$ cat config.mk
export PLATFORM = sky130hd
export DESIGN_NAME = bus_quota_arbiter
export DESIGN_NICKNAME = d
export VERILOG_FILES = /design/src/rtl/bus_quota_arbiter.sv
export SDC_FILE = /design/constraint.sdc
export NUM_CORES = 1
export LEC_CHECK = 0
export CAP_MARGIN = 40
export CORE_UTILIZATION = 40
export CTS_BUF_LIST = sky130_fd_sc_hd__clkbuf_16
export DETAILED_ROUTE_END_ITERATION = 8
export HOLD_SLACK_MARGIN = 0.1
export SYNTH_ARGS = -nofsm -noshare
export SYNTH_HDL_FRONTEND = slang
export SYNTH_SLANG_ARGS = --single-unit
$ cat constraint.sdc
create_clock -name clk -period 4.6 [get_ports clk]
set_clock_uncertainty 0.05 [all_clocks]
set_input_delay 0.69 -clock clk [delete_from_list [all_inputs] [get_ports clk]]
set_output_delay 0.69 -clock clk [all_outputs]
set_load 0.05 [all_outputs]
$ cat src/rtl/bus_quota_arbiter.sv
// bus_quota_arbiter: 4-master bus arbiter with round-robin hand-off,
// per-master grant quotas, owner lock and a dead-cycle gap between owners.
// Grants are active-low. When nobody else wants the bus it stays parked on
// the last owner. HANDOVER selects 0..3 dead cycles between owners.
module bus_quota_arbiter #(
  parameter int QUOTA_W   = 8,
  parameter int DEF_QUOTA = 16,
  parameter int HANDOVER  = 1
) (
  input  logic               clk,
  input  logic               reset,
  input  logic [3:0]         m_req_n,
  input  logic [3:0]         m_lock_n,
  output logic [3:0]         m_grnt_n,
  output logic [1:0]         owner,
  output logic               handover,
  output logic               quota_expire,
  input  logic               cfg_we,
  input  logic [1:0]         cfg_sel,
  input  logic [QUOTA_W-1:0] cfg_data
);

  typedef enum logic {ST_GRANT = 1'b0, ST_TURN = 1'b1} state_t;

  localparam logic [QUOTA_W-1:0] QUOTA_RST = QUOTA_W'(DEF_QUOTA);
  localparam logic [QUOTA_W-1:0] COUNT_MAX = '1;
  localparam logic [QUOTA_W-1:0] ONE       = QUOTA_W'(1);
  // Index of the last dead cycle; unused when HANDOVER is 0.
  localparam int                 HO_LAST_I = (HANDOVER > 0) ? HANDOVER - 1 : 0;
  localparam logic [1:0]         HO_LAST   = 2'(HO_LAST_I);

  state_t             state_reg, state_next;
  logic [1:0]         owner_reg, owner_next;
  logic [1:0]         next_owner_reg, next_owner_next;
  logic [QUOTA_W-1:0] count_reg, count_next;
  logic [1:0]         turn_cnt_reg, turn_cnt_next;
  logic               quota_expire_reg, quota_expire_next;
  logic [QUOTA_W-1:0] quota_reg [4];

  logic [3:0]         req;
  logic [2:0][1:0]    cand;
  logic [2:0]         cand_req;
  logic [1:0]         rr_owner;
  logic               other_pending;
  logic               own_req;
  logic               own_locked;
  logic [QUOTA_W-1:0] cur_quota;
  logic               expire_hit;
  logic               release_hit;

  assign req = ~m_req_n;

  // Round-robin candidates in scan order: owner+1, owner+2, owner+3.
  genvar gi;
  generate
    for (gi = 0; gi < 3; gi++) begin : g_cand
      assign cand[gi]     = owner_reg + 2'(gi + 1);
      assign cand_req[gi] = req[cand[gi]];
    end
  endgenerate

  // First requesting candidate after the owner wins the next turn.
  always_comb begin
    rr_owner = cand[0];
    if (cand_req[0])      rr_owner = cand[0];
    else if (cand_req[1]) rr_owner = cand[1];
    else if (cand_req[2]) rr_owner = cand[2];
  end

  assign other_pending = |cand_req;
  assign own_req       = req[owner_reg];
  assign own_locked    = ~m_lock_n[owner_reg];
  assign cur_quota     = quota_reg[owner_reg];
  // Quota 0 means unlimited; >= lets a lowered quota take effect at once.
  assign expire_hit    = (cur_quota != '0) && (count_reg >= (cur_quota - ONE)) &&
                         own_req && !own_locked && other_pending;
  assign release_hit   = !own_req && other_pending;

  // Quota table: reset to the default, runtime-writable through the cfg port.
  always_ff @(posedge clk) begin
    if (reset) begin
      for (int i = 0; i < 4; i++) quota_reg[i] <= QUOTA_RST;
    end else if (cfg_we) begin
      quota_reg[cfg_sel] <= cfg_data;
    end
  end

  // State register: owner, counters and the registered expiry pulse.
  always_ff @(posedge clk) begin
    if (reset) begin
      state_reg        <= ST_GRANT;
      owner_reg        <= 2'd0;
      next_owner_reg   <= 2'd0;
      count_reg        <= '0;
      turn_cnt_reg     <= 2'd0;
      quota_expire_reg <= 1'b0;
    end else begin
      state_reg        <= state_next;
      owner_reg        <= owner_next;
      next_owner_reg   <= next_owner_next;
      count_reg        <= count_next;
      turn_cnt_reg     <= turn_cnt_next;
      quota_expire_reg <= quota_expire_next;
    end
  end

  // Next-state logic: count grant cycles, decide release/expiry, run the gap.
  always_comb begin
    state_next        = state_reg;
    owner_next        = owner_reg;
    next_owner_next   = next_owner_reg;
    count_next        = count_reg;
    turn_cnt_next     = turn_cnt_reg;
    quota_expire_next = 1'b0;
    case (state_reg)
      ST_GRANT: begin
        if (own_req && (count_reg != COUNT_MAX)) count_next = count_reg + ONE;
        if (release_hit || expire_hit) begin
          quota_expire_next = expire_hit;
          if (HANDOVER == 0) begin
            // No gap: the new owner takes the bus on this very edge.
            owner_next = rr_owner;
            count_next = '0;
          end else begin
            state_next      = ST_TURN;
            next_owner_next = rr_owner;
            turn_cnt_next   = 2'd0;
          end
        end
      end
      ST_TURN: begin
        if (turn_cnt_reg == HO_LAST) begin
          state_next = ST_GRANT;
          owner_next = next_owner_reg;
          count_next = '0;
        end else begin
          turn_cnt_next = turn_cnt_reg + 2'd1;
        end
      end
      default: state_next = ST_GRANT;
    endcase
  end

  // Outputs: one grant low in GRANT, all high with handover flagged in TURN.
  always_comb begin
    m_grnt_n = 4'hF;
    handover = 1'b0;
    if (state_reg == ST_GRANT) m_grnt_n[owner_reg] = 1'b0;
    else                       handover = 1'b1;
  end

  assign owner        = owner_reg;
  assign quota_expire = quota_expire_reg;

endmodule
**Yosys cells after proc, flatten, opt, wreduce, memory -nomap -nowiden**

Memories as Yosys holds them, arrays and structs flattened. A register that Yosys moved wholly into a read port is not among the register bits.
Index checks and enable logic that the tools add are counted.
W data, S select, Z words.

- Register bits: 16
- Memory bits (writable): 32
- Input bits: 21
- Memories kept: 1

Memories:

| name | words | width | read ports | clocked after memory_dff | wr ports | line | source |
|---|---|---|---|---|---|---|---|
| quota_reg | 4 | 8 | 1 | 1 | 4 | 38 | `logic [QUOTA_W-1:0] quota_reg [4];` |

- Add/subtract/negate cells: 6
- $lt $le $gt $ge: 6
- Equal/unequal tests: 5
- Muxes and demuxes: 36
- Bitwise gates (word level): 4
- Reductions and logical operators: 18

Operators by type and width:

| cell | count |
|---|---|
| $mux W8 | 3 |
| $mux W2 | 8 |
| $pmux W8 S2 | 1 |
| $mux W1 | 15 |
| $lt A2 B3 Y1 const B | 4 |
| $bmux W1 S2 | 5 |
| $add A8 B1 Y8 const B | 1 |
| $ge A8 B8 Y1 | 1 |
| $ne A8 B8 Y1 const B | 1 |
| $not A4 Y4 | 2 |
| $reduce_and A2 Y1 | 4 |
| $reduce_bool A8 Y1 | 1 |
| $reduce_or A8 Y1 | 1 |
| $sub A8 B1 Y8 const B | 1 |
| $logic_and A1 B1 Y1 | 7 |
| $ne A2 B2 Y1 const B | 3 |
| $reduce_or A3 Y1 | 2 |
| $add A2 B1 Y2 const B | 2 |
| $add A2 B2 Y2 const B | 2 |
| $mux W4 | 1 |
| $pmux W2 S2 | 1 |
| $demux W1 S2 | 1 |
| $ge A2 B1 Y1 const B | 1 |
| $logic_not A2 Y1 | 1 |
| 5 further kinds | 6 |

**Longest topological paths before layout**

- Depth after elaboration: 9
- Depth in mapped cells: 15
- Depth with buffers taken out: 14

**Least setup slack after synthesis**

Ideal clock, no wire load.

- Path type: register -> register
- Start: register with a tool-made name
- End: register next_owner_reg[1]
- Library setup time: 121 ps
- Arrival time: 3186 ps
- Required time: 4429 ps
- Path slack: 1242 ps
- Stages on the path, launching flop included: 15
- Path buffers: 1
- Clock period less this slack: 3358 ps
- Cells stage by stage: dfxtp_1 buf_4 mux4_2 inv_1 ha_1 nand2_1 o22ai_1 nor2b_1 and2_1 xnor2_1 ha_1 nand4_1 o31a_1 o31a_4 mux2_4

RTL lines:

| element | line | source |
|---|---|---|
| to (signal assigned) | 100 | `next_owner_reg <= next_owner_next;` |
| to (decl) | 34 | `logic [1:0] next_owner_reg, next_owner_next;` |

==> run_results.csv <==
group,metric,value,unit
synthesis,syn-instance-count,250,
timing,fmax,0.287,GHz
power,p_leak,1.23,nW
power,irDropWorstVdd,0.148,mV
setup_path,cp_slowest_cell,"dfxtp_1",
power,finalPower,1.06,mW
die,ios,29,
power,power.switching,0.273,mW
clock_tree,htree_levels,2,
worst_hold_path,holdPathStages,2,
place,dpl_cell_area,3240,um2
finish,fill_cells,652,
timing,relSlewSlack,49.4,%
setup_path,cpMostUsedCell,"ha_1",
setup_path,crit_arrival,3.61,ns
place,hpwl,4250,um
place,finalWeightedCongestion,0.742,
drt,drt_iter0_drc,57,
die,die_x,86.3,um
synthesis,synth_area_leaders,"edfxtp_1 (34%), dfxtp_1 (13%), mux4_2 (7.9%)",
timing,fin_crit_sh,75.7,%
clock_tree,root_buffer,"clkbuf_16",
drt,wire_per_inst,14.6,um
timing,worst-slew-pin-transition,0.756,ns
global_route,grt_max_degree,21,
setup_path,critPathMaxFanout,10,
finish,stdcell_count,379,
synthesis,yosysTopAreaCell,"edfxtp_1",
timing,fin_tns_setup,0,ns
worst_hold_path,hold_path.class,"reg -> reg",
die,die-area,7450,um2
drt,drt_wl_total,5540,um
global_route,grt_pass1_vias,1905,
finish,drive_above_1_share,11.3,%
place,place_ws,1.13,ns
power,intPower,0.790,mW
clock_tree,clk_path_buf_depth,2,
clock_tree,postCtsSetupBuffers,0,
global_route,overflow,0,
setup_path,crit_path_max_incr_delay,0.58,ns
synthesis,synth_top_cell_area_share,33.8,%
die,core,6830,um2
clock_tree,cts_tree,"done",
drt,drc,0,
clock_tree,path_clk_slew,0.06,ns
clock_tree,clock_latency,0.29,ns
flow_run,cap_violations,0,
drt,via_per_inst,5.10,
drt,drtAntennaViolNets,0,
timing,slew_violations,0,
drt,first_pass_iters,4,
global_route,antenna_found_initial,0,
finish,syn2layout_area_growth,19.2,%
drt,vias,1932,
place,io_buffers,28,
clock_tree,cts_resized,0,
synthesis,syn_avg_cell_area,11.4,um2
finish,final_nets,318,
timing,period_needed,3.48,ns
synthesis,synth_edf_count,32,
timing,setup_violations,0,
synthesis,yosysSeqAreaShare,46.5,%
setup_path,crit_path_cell_trace,"mux4_2 -> inv_1 -> ha_1 -> nand2_1 -> o22ai_1 -> nor2b_1 -> and2_1 -> xnor2_1 -> ha_1 -> a41o_1 -> a21oi_1 -> o31a_1 -> o31a_4 -> mux2_4",
clock_tree,cts_buffers,5,
power,clockPowerShare,35.4,%
power,power.density,313,nW/um2
setup_path,end_kind,"flop",
global_route,grt_pass1_wl,9540,um
finish,stdcell_area,3390,um2
timing,rsz0062_at_grt,"no",
setup_path,start_kind,"flop",
power,combPwrFrac,15.3,%
power,seqPwrFrac,49.2,%
die,initial_core_util,41.6,%
run_status,status,"finished, final reports clean",
die,die_h,86.3,um
synthesis,synth-warning-count,0,
finish,largest_register_ffs,32,
synthesis,ys_ff_latch,50,
setup_path,criticalPathCategory,"reg -> reg",
clock_tree,cts.sinks,50,
synthesis,async_flop_share,0,%
place,place_inst,371,
synthesis,syn_area,2840,um2
timing,hold_slack,0.420,ns
synthesis,syn-num-nets,286,
synthesis,ys.flop_type,"edfxtp_1",
global_route,grt_use_total,16.7,%
timing,setup_ws,1.12,ns
clock_tree,ctsHoldBuffers,0,
finish,postLayoutCoreUtil,49.6,%
setup_path,reg2reg_depth,14,
synthesis,synthTopCellsByCount,"and2_1 (32), edfxtp_1 (32), dfxtp_1 (18)",
finish,diodes,0,
synthesis,ys_types,54,
setup_path,required,4.73,ns
die,rows,30,
timing,hold_violations,0,
power,swShare,25.7,%
==> critical path: cells and delay by family (launching register included) <==
family                     cells  cell delay [ns]
adders and majority gates      2             0.49
DFF                            1             0.58
AOI/OAI and AO/OA              5             0.90
and+or+nand+nor                3             0.44
muxes                          2             0.68
buffers and inverters          1             0.10
xor gates and xnor gates       1             0.13
==> cell families after synthesis <==
logic type | after synthesis | synth area share [%]
buffers and inverters | 16 | 2.33
adder cells (fa/ha/maj) | 15 | 6.60
AO/OA/AOI/OAI | 36 | 9.42
multiplexers | 17 | 10.7
AND/OR/NAND/NOR | 107 | 21.7
flip-flops | 50 | 46.5
XOR/XNOR | 9 | 2.77
==> power groups by stage <==
stage / Clock [mW] / Combinational, mW / Sequential (mW)
final: 0.377 / 0.163 / 0.523
after global routing: 0.406 / 0.180 / 0.527
after CTS: 0.384 / 0.165 / 0.524
after detailed placement: 0 / 0.164 / 0.534
after global placement: 0 / 0.162 / 0.534
after floorplan: 0 / 0.111 / 0.528
==> layer usage <==
metal	vias up	wire (um)	global-route usage, %
li1	987	-	-
met3	7	151	2.95
met1	909	2550	21.0
met2	29	2750	28.9
met5	-	0	0
met4	0	81	5.91
==> cell type report <==
cell class              count  area (um2)  share of cell area [%]
clock inverters             3        22.5                   0.664
repair buffers             32         310                    9.15
inverters                   9        33.8                   0.997
flip-flops and latches     50        1320                    39.0
clock buffers               5         125                    3.69
well taps                  96         120                    3.54
multi-input cells         184        1460                    43.0
==> worst paths after layout <==
path	start	to	slack (ns)
hold reg to reg	next_owner_reg[0]	next_owner_reg[0]	0.42
setup / recovery	flop	next_owner_reg[1]	1.12
hold / removal	next_owner_reg[0]	next_owner_reg[0]	0.42
setup reg to reg	flop	next_owner_reg[1]	1.12
==> cell usage in the layout (no fill, tap or decap), drive strengths merged, types with 3 or more instances in the layout <==
| cell | Yosys | layout |
|---|---|---|
| a21oi | 11 | 11 |
| and2 | 32 | 32 |
| and3 | 5 | 5 |
| buf | 3 | 4 |
| clkbuf | 4 | 5 |
| clkdlybuf4s50 | 0 | 28 |
| dfxtp | 18 | 18 |
| edfxtp | 32 | 32 |
| ha | 15 | 15 |
| inv | 9 | 11 |
| mux2 | 4 | 4 |
| mux2i | 3 | 3 |
| mux4 | 10 | 10 |
| nand2 | 15 | 15 |
| nand2b | 14 | 14 |
| nand3 | 6 | 6 |
| nor2 | 11 | 11 |
| nor2b | 3 | 3 |
| nor3 | 4 | 4 |
| nor3b | 4 | 4 |
| o21ai | 4 | 4 |
| o311ai | 3 | 3 |
| or2 | 3 | 3 |
| xnor2 | 7 | 7 |
(Power assumes the default switching activity.)
==> RTL edit (config.mk and constraints unchanged) <==
`HANDOVER`: 1 -> 0.
--- a/src/rtl/bus_quota_arbiter.sv
+++ b/src/rtl/bus_quota_arbiter.sv
@@ -6,5 +6,5 @@
   parameter int QUOTA_W   = 8,
   parameter int DEF_QUOTA = 16,
-  parameter int HANDOVER  = 1
+  parameter int HANDOVER  = 0
 ) (
   input  logic               clk,
Check against the original RTL: not equivalent (Yosys sat finds a counterexample within 4 cycles, from zero or initial values and one cycle with reset high).
==> RTL edit against the original RTL <==
  * Area after synthesis increased by 1.0%
  * Final area is 0.44% higher
  * Worst setup slack worse by 560 ps
  * Sequential cell count fell by 2
  * Wire length down 4.3%
  * Critical endpoint is now count_reg[1]
Power is not compared: it rests on default switching activity, and its combinational part moved more than twofold at a synthesized area within 25%.
==> RTL edit: results (changes against the original RTL) <==
postcts setup bufs 0 (unchanged); drt wl/cell 13.80 um (-5.5%); top post-synthesis cells by count 32 x edfxtp_1, 29 x and2_1, 22 x nand2_1, 18 x inv_1; PortBufs 28 (unchanged); Clock transition at path regs 70 ps; first-pass GRT wire length 9.121 mm (-4.4%); Post-DP HPWL 4.043 mm (-4.9%); Final #Nets 324 (+1.9%); antenna cell count 0 (unchanged); Via Count 1941 (+0.47%); ys async rst share 0% (unchanged); met1 wire length 2.583 mm (+1.3%); Net Count, Synth 297 (+3.8%); Max VDD drop between 0.15 and 0.2 mV; met3 WL 149 um (-1.3%); worst endpoint data arrival time 4140 ps (+530 ps); Slew @ Worst Pin 841.2 ps (+85.12 ps); status finished, final reports clean; initial drt markers 63 (+11%); root buffer cell clkbuf_16; Crit-path slowest cell mux4_2; Startpoint Class flop; Routed met2 length 2.545 mm (-7.5%); grt total ovfl 0 (unchanged); GP Congestion 0.7768 (+4.7%); Seq/Total Area, Yosys 44.60% (-1.9 points); EDFF count, synth 32 (unchanged); CTS Buffer Depth 2 (unchanged); Worst Path Max Fanout 12 (+2); # resized after CTS 0 (unchanged); max incr delay on CP 620 ps (+40 ps); max FFs per register 32 (unchanged); CP top delay family simple AND/OR/NAND/NOR gates; synth unique cells 49 (-9.3%); pin count of the biggest net entering global routing 17 (-19%); synthesis-to-finish area growth 18.51%; Pre-Repair DR Iteration Count 4 (unchanged); Clock H-tree levels 2 (unchanged); HP Class flop to flop; ratio of cells with drive above 1 in the final layout 11.11% (-0.20 points); Ys Warns 0 (unchanged); Synth area leaders edfxtp_1 33%, dfxtp_1 11%, mux4_2 7.1%, ha_1 7.0%, and2_1 6.3%; Total GRT Usage 15.73% (-0.97 points); DR top layer met4; worst skew pair latency approximately 280 ps; hold path start turn_cnt_reg[1]; total CTS buffers 5 (unchanged); initial antenna violation count 0 (unchanged); top cell type's share of synthesized area 33.45% (-0.34 points)
RTL edit: layout make-up:
class                      count  area (um2)
tap                           96       120.1
clock buffer                   5       125.1
timing repair buffer          30       295.3
sequential                    48        1281
inverter                      18       67.56
multi-input combinational    184        1469
clock inverter                 3       46.29
fill                         619        3465
RTL edit: report_power, final:
group / internal, W / switching [W] / total (W)
logic: 0.000257 / 0.000292 / 0.000548
registers: 0.000501 / 0.0000657 / 0.000567
clock network: 0.000258 / 0.000163 / 0.000421
total: 0.00102 / 0.000520 / 0.00154
RTL edit: per-layer routing:
layer | track usage [%] | up-vias
met5 | 0 | -
met4 | 2.273 | 0
met3 | 4.286 | 2
met2 | 25.69 | 24
met1 | 21.41 | 918
li1 | - | 997
RTL edit: final timing paths:
check / end / slack (ps) / depth (start not counted)
max: count_reg[1] / 560 / 11
min: turn_cnt_reg[1] / 410 / 2
max reg2reg: count_reg[1] / 560 / 11
min reg2reg: turn_cnt_reg[1] / 410 / 2
RTL edit: cells by family (layout without fill, tap and decap cells):
kind of cell             Yosys count  count (layout)  synth area share, %
flip-flops                        48              48                44.60
multiplexers                      16              16                10.71
buffers and inverters             28              56                4.268
XOR/XNOR                           7               7                2.134
AND/OR/NAND/NOR                  111             111                22.47
AO/OA/AOI/OAI                     34              34                8.842
adder cells (fa/ha/maj)           16              16                6.969
RTL edit: metrics by stage:
stage / total power, W / setup WS [ps] / util [%] / instances / cell area, um2
after detailed placement: 0.001128 / 556.8 / 47.07 / 376 / 3233
after global routing: 0.001632 / 225.5 / 49.56 / 384 / 3405
final: 0.001536 / 558.1 / 49.56 / 384 / 3405
after global placement: 0.001124 / 632.9 / 47.07 / 376 / 3233
after CTS: 0.001551 / 506.3 / 49.56 / 384 / 3405
after floorplan: 0.0009972 / 1298 / - / 260 / 2873
